File: src/rtl/uart_tx_param.sv
// Parametrised UART transmitter: drains a standard (non-FWFT) FIFO read port
// and serialises each byte LSB-first with configurable data bits, parity and
// stop bits. Everything runs on clk using a baud-tick counter.
module uart_tx_param #(
  parameter int unsigned CLK_FREQ  = 50_000_000,
  parameter int unsigned BAUD_RATE = 9600,
  parameter int unsigned BAUD_DIV  = CLK_FREQ / BAUD_RATE,
  parameter int unsigned DATA_BITS = 8,
  parameter int unsigned PARITY    = 0,
  parameter int unsigned STOP_BITS = 1,
  parameter int unsigned DIV_W     = 16
) (
  input  logic                 clk,
  input  logic                 rst,
  input  logic                 txEnable,
  output logic                 readEn,
  input  logic [DATA_BITS-1:0] dout,
  input  logic                 empty,
  output logic                 txData,
  output logic                 busy,
  output logic                 frameDone
);

  localparam logic [2:0] IDLE  = 3'd0;
  localparam logic [2:0] FETCH = 3'd1;
  localparam logic [2:0] START = 3'd2;
  localparam logic [2:0] DATA  = 3'd3;
  localparam logic [2:0] PAR   = 3'd4;
  localparam logic [2:0] STOP  = 3'd5;

  localparam int unsigned BIT_W = 4;

  localparam logic [DIV_W-1:0] TICK_VAL     = DIV_W'(BAUD_DIV - 1);
  localparam logic [DIV_W-1:0] PRE_TICK_VAL = DIV_W'(BAUD_DIV - 2);
  localparam logic [BIT_W-1:0] LAST_BIT     = BIT_W'(DATA_BITS - 1);
  localparam logic             LAST_STOP    = 1'(STOP_BITS - 1);
  localparam logic             HAS_PAR      = (PARITY != 0);
  localparam logic             ODD_PAR      = (PARITY == 1);

  logic [2:0]           state,     stateNext;
  logic [DIV_W-1:0]     baudCnt,   baudNext;
  logic [DATA_BITS-1:0] shiftReg,  shiftNext;
  logic [BIT_W-1:0]     bitCnt,    bitNext;
  logic                 parityBit, parityNext;
  logic                 stopCnt,   stopNext;
  logic                 txNext;
  logic                 readNext;
  logic                 busyNext;
  logic                 doneNext;

  logic tick;
  logic preTick;
  logic lastStop;

  // Bit-period boundaries; preTick lets registered outputs land on a bit's final clock
  always_comb begin
    tick     = (baudCnt == TICK_VAL);
    preTick  = (baudCnt == PRE_TICK_VAL);
    lastStop = (stopCnt == LAST_STOP);
  end

  // Next-state and next-output logic
  always_comb begin
    stateNext  = state;
    baudNext   = baudCnt;
    shiftNext  = shiftReg;
    bitNext    = bitCnt;
    parityNext = parityBit;
    stopNext   = stopCnt;
    txNext     = txData;
    readNext   = 1'b0;
    busyNext   = busy;
    doneNext   = 1'b0;

    if (state inside {START, DATA, PAR, STOP}) begin
      baudNext = tick ? '0 : baudCnt + DIV_W'(1);
    end

    case (state)
      IDLE: begin
        txNext   = 1'b1;
        baudNext = '0;
        if (txEnable && !empty) begin
          readNext  = 1'b1;
          busyNext  = 1'b1;
          stateNext = FETCH;
        end
      end
      FETCH: begin
        // dout is valid once the readEn cycle has passed
        baudNext = '0;
        if (!readEn) begin
          shiftNext  = dout;
          parityNext = (^dout) ^ ODD_PAR;
          txNext     = 1'b0;
          stateNext  = START;
        end
      end
      START: begin
        if (tick) begin
          txNext    = shiftReg[0];
          shiftNext = shiftReg >> 1;
          bitNext   = '0;
          stateNext = DATA;
        end
      end
      DATA: begin
        if (tick) begin
          if (bitCnt < LAST_BIT) begin
            txNext    = shiftReg[0];
            shiftNext = shiftReg >> 1;
            bitNext   = bitCnt + BIT_W'(1);
          end else if (HAS_PAR) begin
            txNext    = parityBit;
            stateNext = PAR;
          end else begin
            txNext    = 1'b1;
            stopNext  = 1'b0;
            stateNext = STOP;
          end
        end
      end
      PAR: begin
        if (tick) begin
          txNext    = 1'b1;
          stopNext  = 1'b0;
          stateNext = STOP;
        end
      end
      STOP: begin
        // frameDone and a chained readEn share the final clock of the last stop bit
        if (preTick && lastStop) begin
          doneNext = 1'b1;
          if (txEnable && !empty) begin
            readNext = 1'b1;
          end
        end
        if (tick) begin
          if (lastStop) begin
            if (readEn) begin
              stateNext = FETCH;
            end else begin
              busyNext  = 1'b0;
              stateNext = IDLE;
            end
          end else begin
            stopNext = 1'b1;
          end
        end
      end
      default: begin
        txNext    = 1'b1;
        busyNext  = 1'b0;
        stateNext = IDLE;
      end
    endcase
  end

  // State and output registers; reset parks the line high immediately
  always_ff @(posedge clk or posedge rst) begin
    if (rst) begin
      state     <= IDLE;
      baudCnt   <= '0;
      shiftReg  <= '0;
      bitCnt    <= '0;
      parityBit <= 1'b0;
      stopCnt   <= 1'b0;
      txData    <= 1'b1;
      readEn    <= 1'b0;
      busy      <= 1'b0;
      frameDone <= 1'b0;
    end else begin
      state     <= stateNext;
      baudCnt   <= baudNext;
      shiftReg  <= shiftNext;
      bitCnt    <= bitNext;
      parityBit <= parityNext;
      stopCnt   <= stopNext;
      txData    <= txNext;
      readEn    <= readNext;
      busy      <= busyNext;
      frameDone <= doneNext;
    end
  end

endmodule

File: config.mk
export PLATFORM = sky130hd
export DESIGN_NAME = uart_tx_param
export DESIGN_NICKNAME = d
export VERILOG_FILES = /design/src/rtl/uart_tx_param.sv
export SDC_FILE = /design/constraint.sdc
export NUM_CORES = 1
export LEC_CHECK = 0
export CORE_MARGIN = 2
export CORE_UTILIZATION = 52
export DETAILED_ROUTE_END_ITERATION = 10
export PLACE_DENSITY_LB_ADDON = 0.3
export SYNTH_ARGS = -nofsm -noshare
export SYNTH_HDL_FRONTEND = slang
export SYNTH_SLANG_ARGS = --single-unit
File: constraint.sdc
create_clock -name clk -period 1.89 [get_ports clk]
set_clock_uncertainty 0.2 [all_clocks]
set_input_delay 0.4725 -clock clk [delete_from_list [all_inputs] [get_ports clk]]
set_output_delay 0.4725 -clock clk [all_outputs]
set_load 0.01 [all_outputs]
## After elaboration in Yosys (flattened, before gate mapping)

Cells that the tools add are included.

- Add/sub/neg operators: 2
- $lt $le $gt $ge: 1
- Eq/ne operators: 17
- Muxes and demuxes: 43
- Bitwise logic cells: 3
- Reduce and logical (&&, ||, !) cells: 17

Operators with widths:

| operator | number |
|---|---|
| 16-bit 2-to-1 mux | 3 |
| 16-bit by 13-bit == test with 1-bit output, second input constant | 2 |
| 8-bit 2-to-1 mux | 4 |
| 3-bit 2-to-1 mux | 8 |
| 8-bit case mux with 3 select lines | 1 |
| 5-bit AND reduction | 4 |
| 1-bit 2-to-1 mux | 18 |
| 2-bit inequality test, second input constant | 9 |
| 3-bit case mux with 6 select lines | 1 |
| 16-bit by 1-bit adder with 16-bit output, second input constant | 1 |
| 4-bit 2-to-1 mux | 3 |
| 4-bit case mux with 2 select lines | 1 |
| 8-bit AND reduction | 1 |
| 3-bit by 2-bit == test with 1-bit output, second input constant | 2 |
| 3-bit == test, second input constant | 2 |
| 1-bit case mux with 3 select lines | 2 |
| 3-bit nonzero test | 2 |
| 1-bit case mux with 5 select lines | 1 |
| 4-bit by 1-bit adder with 4-bit output, second input constant | 1 |
| 4-bit by 3-bit < comparator with 1-bit output, second input constant | 1 |
| 4-bit AND reduction | 1 |
| 2-bit nonzero test | 2 |
| 4-bit nonzero test | 1 |
| 4-bit OR reduction | 1 |
| 8 further kinds | 11 |

- Flip-flop bits (word level): 36
- Bits of input ports: 12
- Output and inout bits: 4
- Word-level logic and storage cells: 92

## Logic depth before layout (Yosys ltp)

- Depth in word-level cells: 5
- Depth in mapped cells: 7
- Mapped depth without buffers: 5

## Worst setup path after synthesis

OpenSTA, ideal clock, no wires.

- Kind: reg2reg
- Start: reg baudCnt[0]
- End: reg baudCnt[13]
- Setup time: 0.077 ns
- Arrival: 1.734 ns
- Required time: 1.613 ns
- Slack: -0.121 ns
- Cell stages (with the launch flop): 8
- Path buffers: 2
- Clock period less this slack: 2.011 ns
- Path through: dfrtp_1 ha_1 and3_1 buf_2 and4_1 maj3_2 buf_2 a21oi_1

- Cells in the longest elaborated chain, start to end: 4
- Elaborated cells between the ends (all ways): 5

RTL lines:

| element | line | source |
|---|---|---|
| from (decl) | 41 | `logic [DIV_W-1:0] baudCnt, baudNext;` |
| from (signal assigned) | 174 | `baudCnt <= baudNext;` |
| 16-bit by 1-bit adder with 16-bit output / 16-bit by 13-bit == test with 1-bit output (equally long branches) | 76, 57 |  |
| 16-bit 2-to-1 mux * | 76 | `baudNext = tick ? '0 : baudCnt + DIV_W'(1);` |
| 16-bit 2-to-1 mux * | 75 | `if (state inside {START, DATA, PAR, STOP}) begin` |
| 16-bit 2-to-1 mux * | 79 | `case (state)` |

Mark *: on every way between the ends. The rest lies on a longest branch, timed or not. The select of a mux whose other input is x is not followed.
A chain may end at the register's enable or synchronous reset.

## Worst setup path in the final report

- Start: reg baudCnt[14]
- End: reg shiftReg[7]

- Cells in the longest elaborated chain, start to end: 3
- Elaborated cells between the ends (all ways): 4

RTL lines:

| element | line | source |
|---|---|---|
| 16-bit by 13-bit == test with 1-bit output * | 57 | `tick = (baudCnt == TICK_VAL);` |
| 2-bit inequality test (no source line) | n/a |  |
| 5-bit AND reduction (no source line) * | n/a |  |
| to (signal assigned) | 175 | `shiftReg <= shiftNext;` |
| to (decl) | 42 | `logic [DATA_BITS-1:0] shiftReg, shiftNext;` |

Mark *: on every way between the ends. The rest lies on a longest branch, timed or not.

==> qor.txt <==
Routed WL - 4650 µm
die height - 65.3 µm
end point of the critical path - shiftReg[7]
cts hold-fix bufs - 0
FP Rows - 22
largest vdd supply drop - 0.731 mV
post-synth top area share - 0.435
Netlist cell types - 48
Top FF cell, synth - dfrtp_1
leading area contributor after synthesis - dfrtp_1
DR DRC count - 0
final cycle utilization of the critical path - 0.983
min-delay worst type - flip-flop to flip-flop
Finished Layout Cells - 287
Cells after DPL - 272
IO Pins - 16
final net count - 253
Crit. Startpoint - baudCnt[14]
All-Layer GR Usage - 0.244
Reg2Reg Launch Point - baudCnt[14]
status - finished clean
CP startpoint kind - flip-flop
Tmin final - 1.86 ns
Synth Cell Area - 0.00195 mm²
measured slew at the worst slew-check pin - 0.377 ns
synthesized flop and latch total - 35
global route total overflow - 0
Reg-to-Reg End - shiftReg[7]
Layout area overhead - 30.0%
CP max stage delay - 0.43 ns
Num CTS Buffers - 5
Ant. Diodes - 0
CTS sink count - 35
Buf+Inv Stages, Crit Path - 0
Detailed Place HPWL - 3330 µm
synth warn - 0
fraction of registers with async set/reset - 1.00
crit path cell chain - nor4b_4, and4_2, a31oi_1, a221o_1
final number of max-transition violations - 0
delay-heaviest family, CP - simple AND/OR/NAND/NOR gates
worst-skew pair later-pin latency - 0.29 ns
Req. time, crit path - 1.87 ns
Syn Inst Count - 192
worst path arrival time - 1.84 ns
total power - 2.61 mW
EDFF count, synth - 0
FF-to-FF path depth - 4
final hold vios - 0
CTS root buffer - clkbuf_8
number of global-route vias before repair - 1699
power density over the cells - 1030 mW/mm²
Port Buffers - 15
relative slew slack - 0.748
cell count along the critical path - 4
crit-path max FO - 4
remaining antenna violation count after routing - 0
core area - 0.00363 mm²
clock transition at the registers of the reported paths - 0.07 ns
# H-tree levels - 2
First DRT Iteration DRCs - 116
fillers - 288
slowest CP cell - dfrtp_2
reg2reg setup slack - 0.03 ns
DR WL/cell - 16.2 µm
top post-synthesis cells by area - dfrtp_1 44%, nor4b_4 3.6%, nand2b_1 3.2%
routed vias/inst - 5.97
RSZ-0062 raised after global routing - yes
largest net degree at the start of global routing - 36
first-pass GRT wire length - 7760 µm
die area - 0.00426 mm²
syn_area_per_cell - 10.2 µm²
Vias - 1714
TritonCTS clock tree - built
clk buf depth - 2
crit path kind - flip-flop to flip-flop
Post-Route Hold Slack - 0.309 ns
leakage - 1.03 nW
crit end category - flip-flop
Seq/Total Area, Yosys - 0.449
Die W - 65.3 µm
final setup fails - 0
placer congestion estimate - 0.896
Pre-Repair DR Iteration Count - 4
Highest Clock Rate - 538 MHz
antenna violations before repair - 0
layout cell share with drive strength beyond 1 - 0.301
initial core utilization - 0.538
Max Cap Violations - 0
Syn Nets - 207
[metrics by stage]
step	cell area, µm²	utilization	setup TNS [ns]	setup slack, ns
3_5_place_dp	2330	0.640	-0.539	-0.0581
3_3_place_gp	2330	0.640	0	0.00407
6_report	2540	0.699	0	0.0313
4_1_cts	2460	0.677	0	0.00215
2_1_floorplan	1970	-	-0.230	-0.0560
5_1_grt	2540	0.699	-0.138	-0.0527
[synthesized netlist by cell type (4+ instances only)]
library cell,count
nand2_1,7
a21oi_1,9
nand2b_1,10
nand4_1,9
xor2_1,6
dfrtp_1,34
o21ai_0,7
and4_1,4
o21a_1,4
inv_1,8
buf_2,4
nand3_1,7
o31ai_1,4
o221a_1,5
nor3_1,11
nor2_1,14
[worst register-to-register path, delay by kind of cell (launching register included)]
kind	cells	cell delay (ns)
AND/OR/NAND/NOR	2	0.76
flip-flops	1	0.43
AO/OA/AOI/OAI	2	0.36
[logic make-up (layout without fill, tap and decap cells)]
logic type,count (synthesis),count (layout),synth area share
and+or+nand+nor,83,83,0.273
AOI/OAI and AO/OA,46,46,0.177
DFF,35,35,0.449
buffers and inverters,16,63,0.0371
xor gates and xnor gates,7,7,0.0314
adders and majority gates,4,4,0.0250
muxes,1,1,0.00768
[worst min path at each step]
stage                startpoint          end  cells past startpoint
finish              shiftReg[2]  shiftReg[2]                      1
global route        shiftReg[2]  shiftReg[2]                      1
CTS                 shiftReg[2]  shiftReg[2]                      1
detailed placement  shiftReg[2]  shiftReg[2]                      1
global placement    shiftReg[2]  shiftReg[2]                      1
floorplan           shiftReg[2]  shiftReg[2]                      1
[timing repair]
item | in CTS | in global routing
buffers inserted | 4 | 3
endpoints found under the setup margin | 20 | 25
resized for setup | 10 | 19
pin swaps | 4 | 6
[power by group]
part	internal [mW]	leakage, nW	switching (mW)
clock	0.257	0.0412	0.268
sequential	0.944	0.434	0.182
combinational	0.476	0.552	0.480
total	1.68	1.03	0.931
[placed cells by master, fill, tap and decap left out, drive strengths merged, types with 2 or more instances in the layout]
cell,n
or3,3
dlygate4sd2,2
and4,4
o211ai,2
or2,2
clkdlybuf4s50,12
or4,3
nor2,14
o31ai,4
and2,2
a211oi,3
o32a,2
o221a,5
nor4b,6
nor3,11
and3,2
nand2,7
clkbuf,6
o21a,4
buf,32
ha,3
nand2b,10
nand4,9
inv,8
nand3,8
o21ai,8
dfrtp,34
a21oi,9
xor2,6
[layout make-up]
class                           count  area (µm²)  area share
Multi-Input combinational cell    141        1070       0.421
Sequential cell                    35         885       0.348
Timing Repair Buffer               47         410       0.162
Clock buffer                        6        72.6      0.0286
Tap cell                           48        60.1      0.0236
Inverter                            8        30.0      0.0118
Clock inverter                      2        12.5     0.00493
[layer usage]
metal | wire length [µm] | part of all wire | track usage
met2 | 2330 | 0.50 | 0.408
met5 | 0 | 0 | 0
met4 | 73 | 0.016 | 0.0938
met3 | 201 | 0.043 | 0.0565
met1 | 2040 | 0.44 | 0.306
[flip-flops by register name (all words and copies together) (netlist names)]
register / flops
baudCnt: 16
shiftReg: 8
bitCnt: 4
state: 3
busy: 1
frameDone: 1
readEn: 1
txData: 1
Note: power is estimated with default switching activity, not from simulation.
